--- src/rtl/riscat_pkg.sv ---
// rtl/riscat_pkg.sv - shared opcode constants and control-flow opcode decode
// Contents:
//   OPC_JAL / OPC_JALR / OPC_BRANCH  7-bit major opcodes that redirect fetch
//   is_ctrl_op(opcode)               1 when the opcode can change control flow
package riscat_pkg;

    localparam logic [6:0] OPC_JAL    = 7'b1101111;
    localparam logic [6:0] OPC_JALR   = 7'b1100111;
    localparam logic [6:0] OPC_BRANCH = 7'b1100011;

    function automatic logic is_ctrl_op(input logic [6:0] opcode);
        return (opcode == OPC_JAL) || (opcode == OPC_JALR) || (opcode == OPC_BRANCH);
    endfunction

endpackage

--- src/rtl/inst_queue.sv ---
// rtl/inst_queue.sv - synchronous FIFO of fetched {pc, inst} entries with flush
// Ports:
//   clk, reset_n          clock, asynchronous active-low reset
//   flush                 empty the queue this edge (wins over push/pop)
//   push, push_data       write one entry; caller never pushes when full
//   pop                   drop the head entry; caller never pops when empty
//   head_data             oldest entry, valid while count != 0
//   count                 number of occupied entries (0..DEPTH)
module inst_queue #(
    parameter int WIDTH = 48,
    parameter int DEPTH = 4
) (
    input  logic                   clk,
    input  logic                   reset_n,
    input  logic                   flush,
    input  logic                   push,
    input  logic [WIDTH-1:0]       push_data,
    input  logic                   pop,
    output logic [WIDTH-1:0]       head_data,
    output logic [$clog2(DEPTH):0] count
);

    localparam int PTR_W = $clog2(DEPTH);

    logic [WIDTH-1:0] mem_q [DEPTH];
    logic [PTR_W-1:0] wr_ptr_q, wr_ptr_d;
    logic [PTR_W-1:0] rd_ptr_q, rd_ptr_d;
    logic [PTR_W:0]   count_q, count_d;

    // DEPTH is a power of two, so the pointers wrap on their own.
    always_comb begin
        wr_ptr_d = wr_ptr_q;
        rd_ptr_d = rd_ptr_q;
        count_d  = count_q;
        if (flush) begin
            wr_ptr_d = '0;
            rd_ptr_d = '0;
            count_d  = '0;
        end else begin
            if (push) begin
                wr_ptr_d = wr_ptr_q + PTR_W'(1);
            end
            if (pop) begin
                rd_ptr_d = rd_ptr_q + PTR_W'(1);
            end
            if (push && !pop) begin
                count_d = count_q + (PTR_W+1)'(1);
            end else if (pop && !push) begin
                count_d = count_q - (PTR_W+1)'(1);
            end
        end
    end

    always_ff @(posedge clk or negedge reset_n) begin
        if (!reset_n) begin
            wr_ptr_q <= '0;
            rd_ptr_q <= '0;
            count_q  <= '0;
        end else begin
            wr_ptr_q <= wr_ptr_d;
            rd_ptr_q <= rd_ptr_d;
            count_q  <= count_d;
        end
    end

    // Storage needs no reset: an entry is only read after it has been written.
    always_ff @(posedge clk) begin
        if (push && !flush) begin
            mem_q[wr_ptr_q] <= push_data;
        end
    end

    assign head_data = mem_q[rd_ptr_q];
    assign count     = count_q;

endmodule

--- src/rtl/prefetch_fetch_unit.sv ---
// rtl/prefetch_fetch_unit.sv - fetch stage: PC, RAM read issue, prefetch queue, IF/ID register
// Ports:
//   clk, reset_n                    clock, asynchronous active-low reset
//   rd_ram_data                     RAM word, valid the cycle after rd_ram_en
//   id_ready                        decode takes if_id_r at this edge
//   redirect_valid, redirect_pc     execute-resolved next PC (flushes the stage)
//   rd_ram_en, rd_ram_addr          read request; address is 0 while in reset
//   if_id_r                         {pc, fetched_inst, do_not_execute}
//   ctrl_pending                    control opcode fetched, sequential fetch halted
//   queue_count                     occupied prefetch entries
module prefetch_fetch_unit
    import riscat_pkg::*;
#(
    parameter int                ADDR_W   = 16,
    parameter int                INST_W   = 32,
    parameter int                DEPTH    = 4,
    parameter int                PC_STEP  = 4,
    parameter logic [ADDR_W-1:0] RESET_PC = '0
) (
    input  logic                     clk,
    input  logic                     reset_n,
    input  logic [INST_W-1:0]        rd_ram_data,
    input  logic                     id_ready,
    input  logic                     redirect_valid,
    input  logic [ADDR_W-1:0]        redirect_pc,
    output logic                     rd_ram_en,
    output logic [ADDR_W-1:0]        rd_ram_addr,
    output logic [ADDR_W+INST_W:0]   if_id_r,
    output logic                     ctrl_pending,
    output logic [$clog2(DEPTH):0]   queue_count
);

    localparam int ENTRY_W = ADDR_W + INST_W;

    logic [ADDR_W-1:0]  fetch_pc_q, fetch_pc_d;
    logic [ADDR_W-1:0]  req_pc_q, req_pc_d;
    logic               in_flight_q, in_flight_d;
    logic               drop_resp_q, drop_resp_d;
    logic               ctrl_pending_q, ctrl_pending_d;
    logic [ENTRY_W:0]   if_id_q, if_id_d;

    logic               q_flush, q_push, q_pop;
    logic [ENTRY_W-1:0] q_head;
    logic [$clog2(DEPTH):0] q_count;

    logic resp_valid;
    logic resp_ctrl;
    logic credit_ok;
    logic issue;

    inst_queue #(
        .WIDTH (ENTRY_W),
        .DEPTH (DEPTH)
    ) u_queue (
        .clk       (clk),
        .reset_n   (reset_n),
        .flush     (q_flush),
        .push      (q_push),
        .push_data ({req_pc_q, rd_ram_data}),
        .pop       (q_pop),
        .head_data (q_head),
        .count     (q_count)
    );

    always_comb begin
        resp_valid = in_flight_q && !drop_resp_q;
        resp_ctrl  = resp_valid && is_ctrl_op(rd_ram_data[6:0]);
        // Counting the outstanding read reserves its slot, so a response can never hit a full queue.
        credit_ok  = (int'(q_count) + int'(in_flight_q)) < DEPTH;
        // A control opcode arriving now stops the next sequential read in the same cycle.
        issue      = !ctrl_pending_q && !resp_ctrl && !redirect_valid && credit_ok;

        fetch_pc_d     = fetch_pc_q;
        req_pc_d       = req_pc_q;
        in_flight_d    = 1'b0;
        drop_resp_d    = 1'b0;
        ctrl_pending_d = ctrl_pending_q;
        if_id_d        = if_id_q;
        q_flush        = 1'b0;
        q_push         = 1'b0;
        q_pop          = 1'b0;

        if (redirect_valid) begin
            fetch_pc_d     = redirect_pc;
            ctrl_pending_d = 1'b0;
            drop_resp_d    = in_flight_q;
            q_flush        = 1'b1;
            if_id_d        = {if_id_q[ENTRY_W:INST_W+1], {INST_W{1'b0}}, 1'b1};
        end else begin
            if (issue) begin
                fetch_pc_d  = fetch_pc_q + ADDR_W'(PC_STEP);
                req_pc_d    = fetch_pc_q;
                in_flight_d = 1'b1;
            end
            if (resp_ctrl) begin
                ctrl_pending_d = 1'b1;
            end
            if (id_ready) begin
                if (q_count != '0) begin
                    if_id_d = {q_head, 1'b0};
                    q_pop   = 1'b1;
                    q_push  = resp_valid;
                end else if (resp_valid) begin
                    // Empty queue: hand the arriving word straight to decode.
                    if_id_d = {req_pc_q, rd_ram_data, 1'b0};
                end else begin
                    if_id_d = {if_id_q[ENTRY_W:INST_W+1], {INST_W{1'b0}}, 1'b1};
                end
            end else begin
                q_push = resp_valid;
            end
        end
    end

    always_ff @(posedge clk or negedge reset_n) begin
        if (!reset_n) begin
            fetch_pc_q     <= RESET_PC;
            req_pc_q       <= '0;
            in_flight_q    <= 1'b0;
            drop_resp_q    <= 1'b0;
            ctrl_pending_q <= 1'b0;
            if_id_q        <= {{ENTRY_W{1'b0}}, 1'b1};
        end else begin
            fetch_pc_q     <= fetch_pc_d;
            req_pc_q       <= req_pc_d;
            in_flight_q    <= in_flight_d;
            drop_resp_q    <= drop_resp_d;
            ctrl_pending_q <= ctrl_pending_d;
            if_id_q        <= if_id_d;
        end
    end

    // The read port is gated by reset_n directly so the RAM sees no request while reset is held.
    assign rd_ram_en    = reset_n && issue;
    assign rd_ram_addr  = reset_n ? fetch_pc_q : '0;
    assign if_id_r      = if_id_q;
    assign ctrl_pending = ctrl_pending_q;
    assign queue_count  = q_count;

endmodule

--- config.mk ---
export PLATFORM = sky130hd
export DESIGN_NAME = prefetch_fetch_unit
export DESIGN_NICKNAME = d
export VERILOG_FILES = /design/src/rtl/riscat_pkg.sv /design/src/rtl/inst_queue.sv /design/src/rtl/prefetch_fetch_unit.sv
export SDC_FILE = /design/constraint.sdc
export NUM_CORES = 1
export LEC_CHECK = 0
export BUFFER_PORTS_ARGS = -buffer_cell sky130_fd_sc_hd__buf_4
export CAP_MARGIN = 20
export CORE_AREA = 2 2 116 231
export DETAILED_ROUTE_END_ITERATION = 8
export DIE_AREA = 0 0 118 233
export SYNTH_ARGS = -nofsm -noshare
export SYNTH_HDL_FRONTEND = slang
export SYNTH_SLANG_ARGS = --single-unit
--- constraint.sdc ---
create_clock -name clk -period 5.1 [get_ports clk]
set_input_delay 1.02 -clock clk [delete_from_list [all_inputs] [get_ports clk]]
set_output_delay 1.02 -clock clk [all_outputs]
set_load 0.02 [all_outputs]
### After elaboration in Yosys (flattened, before gate mapping)

Memory sizes are Yosys's and may differ from the RTL's.
Index checks and enable logic that the tools add are counted.

* add/subtract/negate cells: 6
* order comparisons: 1
* equality and inequality tests: 3
* muxes and demuxes: 28
* bitwise gates (word level): 1
* reduce and logical (&&, ||, !) cells: 28

Operators with widths (number)
* $mux W49: 2
* $mux W33: 2
* $mux W16: 3
* $eq A7 B7 Y1 const B: 3
* $add A16 B3 Y16 const B: 1
* $mux W1: 14
* $reduce_bool A2 Y1: 6
* $logic_and A1 B1 Y1: 9
* $mux W3: 3
* $mux W2: 4
* $logic_not A1 Y1: 7
* $reduce_bool A3 Y1: 2
* $add A2 B1 Y2 const B: 2
* $add A3 B1 Y4: 1
* $lt A4 B3 Y1 const B: 1
* $add A3 B1 Y3 const B: 1
* $reduce_and A3 Y1: 1
* $sub A3 B1 Y3 const B: 1
* $logic_or A1 B1 Y1: 2
* $reduce_and A2 Y1: 1
* $not A1 Y1: 1

* bits in registers: 91
* RAM bits: 192
* input bits: 52
* output and inout port bits: 70
* memories: 1

Memory list
* u_queue.mem_q: depth 4, bits a word 48, read ports 1, clocked after Yosys merged registers in 0, write ports 1, line inst_queue.sv:25 `logic [WIDTH-1:0] mem_q [DEPTH];`

### Depth between registers and ports, before layout

* word-level depth: 10
* mapped depth: 8
* mapped depth without buffers: 6

### Cells and area by module

A second synthesis with hierarchy kept.

* cells, all modules: 708
* area, all modules: 11612.4 sq um

By module, submodules not included
* inst_queue: times used 1, cells an instance 293, area an instance 7402.1 sq um
* prefetch_fetch_unit: times used 1, cells an instance 415, area an instance 4210.3 sq um

### Worst setup path before layout

OpenSTA, ideal clock, no wires.

* path type: in2reg
* from: input port redirect_valid
* to: memory u_queue.mem_q[0][0], enable pin
* library setup time: 0.410 ns
* arrival time: 2.875 ns
* slack: 1.815 ns
* stages: 4
* path buffers: 2
* cells stage by stage: clkbuf_1 clkbuf_1 a211oi_1 and2_1

* longest elaborated chain between the ends: 5
* elaborated cells on any way between the ends: 6
* those cells by class: mux: 4; reduce/logical: 2

Ends and longest elaborated chain
* start, declared: line prefetch_fetch_unit.sv:24 `input logic redirect_valid,`
* $mux W1: line prefetch_fetch_unit.sv:83 `if (redirect_valid) begin`
* $logic_not A1 Y1: line inst_queue.sv:68 `if (push && !flush) begin`
* $logic_and A1 B1 Y1 (*): line inst_queue.sv:68
* $mux W1 (*): line inst_queue.sv:68
* $mux W1 (not written as such) (*): line inst_queue.sv:69 `mem_q[wr_ptr_q] <= push_data;`
* end, declared: line inst_queue.sv:25

Mark *: on every way between the ends. The rest lies on a longest branch, timed or not.

### Worst setup path after layout

* from: input port rd_ram_data[4]
* to: output port rd_ram_en

* longest elaborated chain between the ends: 9
* elaborated cells on any way between the ends: 11
* those cells by class: eq/ne: 3; reduce/logical: 8

Ends and longest elaborated chain
* start, declared: line prefetch_fetch_unit.sv:22 `input logic [INST_W-1:0] rd_ram_data,`
* $eq A7 B7 Y1: line riscat_pkg.sv:12 `return (opcode == OPC_JAL) || (opcode == OPC_JALR) || (opcode == OPC_BRANCH);`
* $logic_or A1 B1 Y1: line riscat_pkg.sv:12
* $logic_or A1 B1 Y1 (*): line riscat_pkg.sv:12
* $logic_and A1 B1 Y1 (*): line prefetch_fetch_unit.sv:67 `resp_ctrl = resp_valid && is_ctrl_op(rd_ram_data[6:0]);`
* $logic_not A1 Y1 (*): line prefetch_fetch_unit.sv:71 `issue = !ctrl_pending_q && !resp_ctrl && !redirect_valid && credit_ok;`
* $logic_and A1 B1 Y1 (*) (3 in a row): line prefetch_fetch_unit.sv:71
* $logic_and A1 B1 Y1 (*): line prefetch_fetch_unit.sv:134 `assign rd_ram_en = reset_n && issue;`
* end, declared: line prefetch_fetch_unit.sv:26 `output logic rd_ram_en,`

Marked as above.

==> flow_metrics.tcl <==
set metrics [dict create \
    outcome "finished clean" \
    yosysSeqAreaShare_pct 70.6 \
    worst_clock_skew_ns 0.0118 \
    grt_pass1_wl_microns 40400 \
    areaGrowthSynthToFinish_pct 18.7 \
    finalCritPeriodShare_pct 66.1 \
    synth_top_cell_area_share_pct 50.6 \
    ant_diodes 0 \
    worst_r2r_setup_slack_ns 2.14 \
    ys_top_cells_by_area "sky130_fd_sc_hd__edfxtp_1 51%, sky130_fd_sc_hd__dfrtp_1 20%, sky130_fd_sc_hd__mux4_2 9.5%" \
    grt-ovfl-total 0 \
    report.final.hold_viol_count 0 \
    globalplace.congestion 0.823 \
    dpl.cell_count 1125 \
    grt_pass1_vias 7192 \
    place.port_buffers 121 \
    wl_per_cell_microns 21.9 \
    synth_area_per_cell_sq_um 16.2 \
    core.rowCount 83 \
    cp-start-kind "input port" \
    ant_nets 0 \
    synth.most_common_cell "sky130_fd_sc_hd__edfxtp_1" \
    syn_area_sq_um 11400 \
    num-nets-final 871 \
    post-synth-top-area-cell "sky130_fd_sc_hd__edfxtp_1" \
    detailedRoute.firstIterationViolations 451 \
    post_cts.repair.setup_buffers 0 \
    critical_path_required_ns 4.08 \
    floorplan.io_pins 122 \
    finalSetupViolations 0 \
    core_region_area_sq_um 25700 \
    grt_antenna_before_repair 0 \
    floorplan.die_area_sq_um 27500 \
    timing.critical_path.arrival_ns 2.35 \
    power_per_cell_area_nw_per_um2 526 \
    timing.final.max_slew_violations 0 \
    timing.critical_path.to "rd_ram_en" \
    finalNonFillerCells 1171 \
    measured_slew_at_the_worst_slew_check_pin_ns 1.02 \
    postSynth.asyncResetShare_pct 32.2 \
    root_buffer "sky130_fd_sc_hd__clkbuf_16" \
    post-route-min-period_ns 3.37 \
    setup_tns_ns 0 \
    max_cap_violations 0 \
    worst-setup-path-type "in2out" \
    synthesis.nets 759 \
    hpwl_detailed_microns 16300 \
    placement.setup.worst_slack_ns 1.63 \
    cts_tree "done" \
    post_drt_via_cell_ratio 5.68 \
    r2r_start "u_queue.count[0]$_DFFE_PN0P_" \
    post_synth_num_cell_types 55 \
    post_synth_most_frequent_cells "192 x sky130_fd_sc_hd__edfxtp_1, 90 x sky130_fd_sc_hd__dfrtp_1, 61 x sky130_fd_sc_hd__nor2_1, 48 x sky130_fd_sc_hd__mux4_2, 32 x sky130_fd_sc_hd__a211oi_1" \
    hold_slack_ns 0.515 \
    die_height_microns 233 \
    wirelength_microns 25700 \
    cell_count_after_synthesis 701 \
    vdd_drop_max_v 0.000459 \
    synthesis.yosys.warnings 0 \
    initial_utilization_pct 44.4 \
    cts.repair.resized 0 \
    slew_headroom_pct 31.7 \
    hold_buffers 0 \
    power_leakage_nw 4.81 \
    fillCellCount 2115 \
    total_clock_buffers_created_by_cts 25 \
    cts.path.max_buffers 3 \
    postLayoutCoreUtil_pct 52.7 \
    via_count 6647 \
    crit_path_max_fanout 8 \
    setup_ws_ns 1.73 \
    clkTransAtPathRegs_ns 0.06 \
    drive_above_1_share_pct 28.6 \
    regToRegEndpoint "if_id_r[31]$_DFFE_PN0P_" \
    grt_max_degree 77 \
    cts-htree-levels 1 \
    synth-main-ff-cell "sky130_fd_sc_hd__edfxtp_1" \
    worst-r2r-cell-count 4 \
    clock_sinks 283 \
    clock_latency_on_the_worst_skew_pair_ns 0.53 \
    cp-end-kind "output pin" \
    synth_enable_flop_cells 192 \
    die_w_microns 118 \
    ys_ff_latch 283 \
    rsz0062_at_grt "false" \
    drt_pass1_iterations 5 \
    gr-usage-all-layers_pct 19.0 \
    launching_instance_or_port_of_the_critical_path "rd_ram_data[4]" \
    hold_path_class "reg2reg" \
    max_clock_freq_mhz 296 \
    drc_errors 0 \
]
## per-stage QoR
step           area, sq um  total power, mW
2_1_floorplan        11400             4.42
3_3_place_gp         12600             5.10
3_5_place_dp         12600             5.17
4_1_cts              13500             7.20
5_1_grt              13500             7.45
6_report             13500             7.11
## where the power goes
part / leakage (nW) / total, mW / switching [mW] / internal, mW
clock: 0.415 / 2.01 / 0.851 / 1.16
combinational: 1.56 / 1.95 / 1.10 / 0.846
sequential: 2.83 / 3.15 / 0.310 / 2.84
## cells in the final DEF, fill, tap and decap left out, drive strengths merged, types with 6 or more instances in the layout
| cell type | n |
|---|---|
| edfxtp | 192 |
| nand2 | 8 |
| o31ai | 7 |
| mux4 | 48 |
| and2 | 22 |
| buf | 132 |
| inv | 12 |
| a31oi | 7 |
| a21oi | 22 |
| clkbuf | 25 |
| clkinv | 8 |
| nor3 | 6 |
| or4 | 6 |
| mux2 | 18 |
| a22oi | 31 |
| o22ai | 16 |
| nor2 | 62 |
| a211oi | 32 |
| or3 | 6 |
| nand3 | 13 |
| o21ai | 8 |
| dfrtp | 90 |
## routing by layer
metal	vias to the layer above	wire [microns]	track usage [%]	part of all wire (%)
met4	0	527	6.33	2.1
met5	-	0	0	0
met3	35	1070	2.72	4.2
met1	3437	9650	21.2	38
met2	198	14400	36.5	56
li1	2977	-	-	-
## worst max-delay path, cell delays in order
cell,delay [ns]
sky130_fd_sc_hd__buf_4,0.13
sky130_fd_sc_hd__nand4b_1,0.24
sky130_fd_sc_hd__or3_1,0.53
sky130_fd_sc_hd__and3_1,0.26
sky130_fd_sc_hd__buf_4,0.15
## state kept, by name, summed over array words and instances, names as in the netlist, 2 cells and up
name / count
u_queue.rd_ptr_q: 2
u_queue.mem_q: 192
req_pc_q: 16
fetch_pc_q: 16
u_queue.wr_ptr_q: 2
if_id_r: 49
u_queue.count: 3
## logic make-up (layout without fill, tap and decap cells)
logic type      Yosys count  count (layout)  share of synthesized area [%]
compound gates          138             138                           8.27
xor+xnor                  4               4                          0.308
fa+ha+maj                 6               6                          0.725
buf+inv                  57             187                           2.07
flops                   283             283                           70.6
mux                      69              69                           11.5
simple gates            144             144                           6.48
## final cells by class
type                       count  area [sq um]  area share (%)
clock buffer                  25           626            4.63
clock inverter                20           251            1.86
tap                          340           425            3.15
sequential                   283          8050            59.5
timing repair buffer         132          1000            7.40
inverter                      10          37.5           0.278
multi-input combinational    361          3130            23.1
## how the worst min path moves through the flow
| stage | endpoint | slack [ns] | depth (start not counted) | from |
|---|---|---|---|---|
| 2_1_floorplan | req_pc_q[0]$_DFFE_PN0P_ | 0.47 | 1 | fetch_pc_q[0]$_DFFE_PN0P_ |
| 3_3_place_gp | req_pc_q[1]$_DFFE_PN0P_ | 0.51 | 1 | fetch_pc_q[1]$_DFFE_PN0P_ |
| 3_5_place_dp | req_pc_q[0]$_DFFE_PN0P_ | 0.51 | 1 | fetch_pc_q[0]$_DFFE_PN0P_ |
| 4_1_cts | req_pc_q[0]$_DFFE_PN0P_ | 0.53 | 1 | fetch_pc_q[0]$_DFFE_PN0P_ |
| 5_1_grt | req_pc_q[0]$_DFFE_PN0P_ | 0.55 | 1 | fetch_pc_q[0]$_DFFE_PN0P_ |
| 6_report | req_pc_q[0]$_DFFE_PN0P_ | 0.52 | 1 | fetch_pc_q[0]$_DFFE_PN0P_ |
Power figures use the tool's default switching activity.
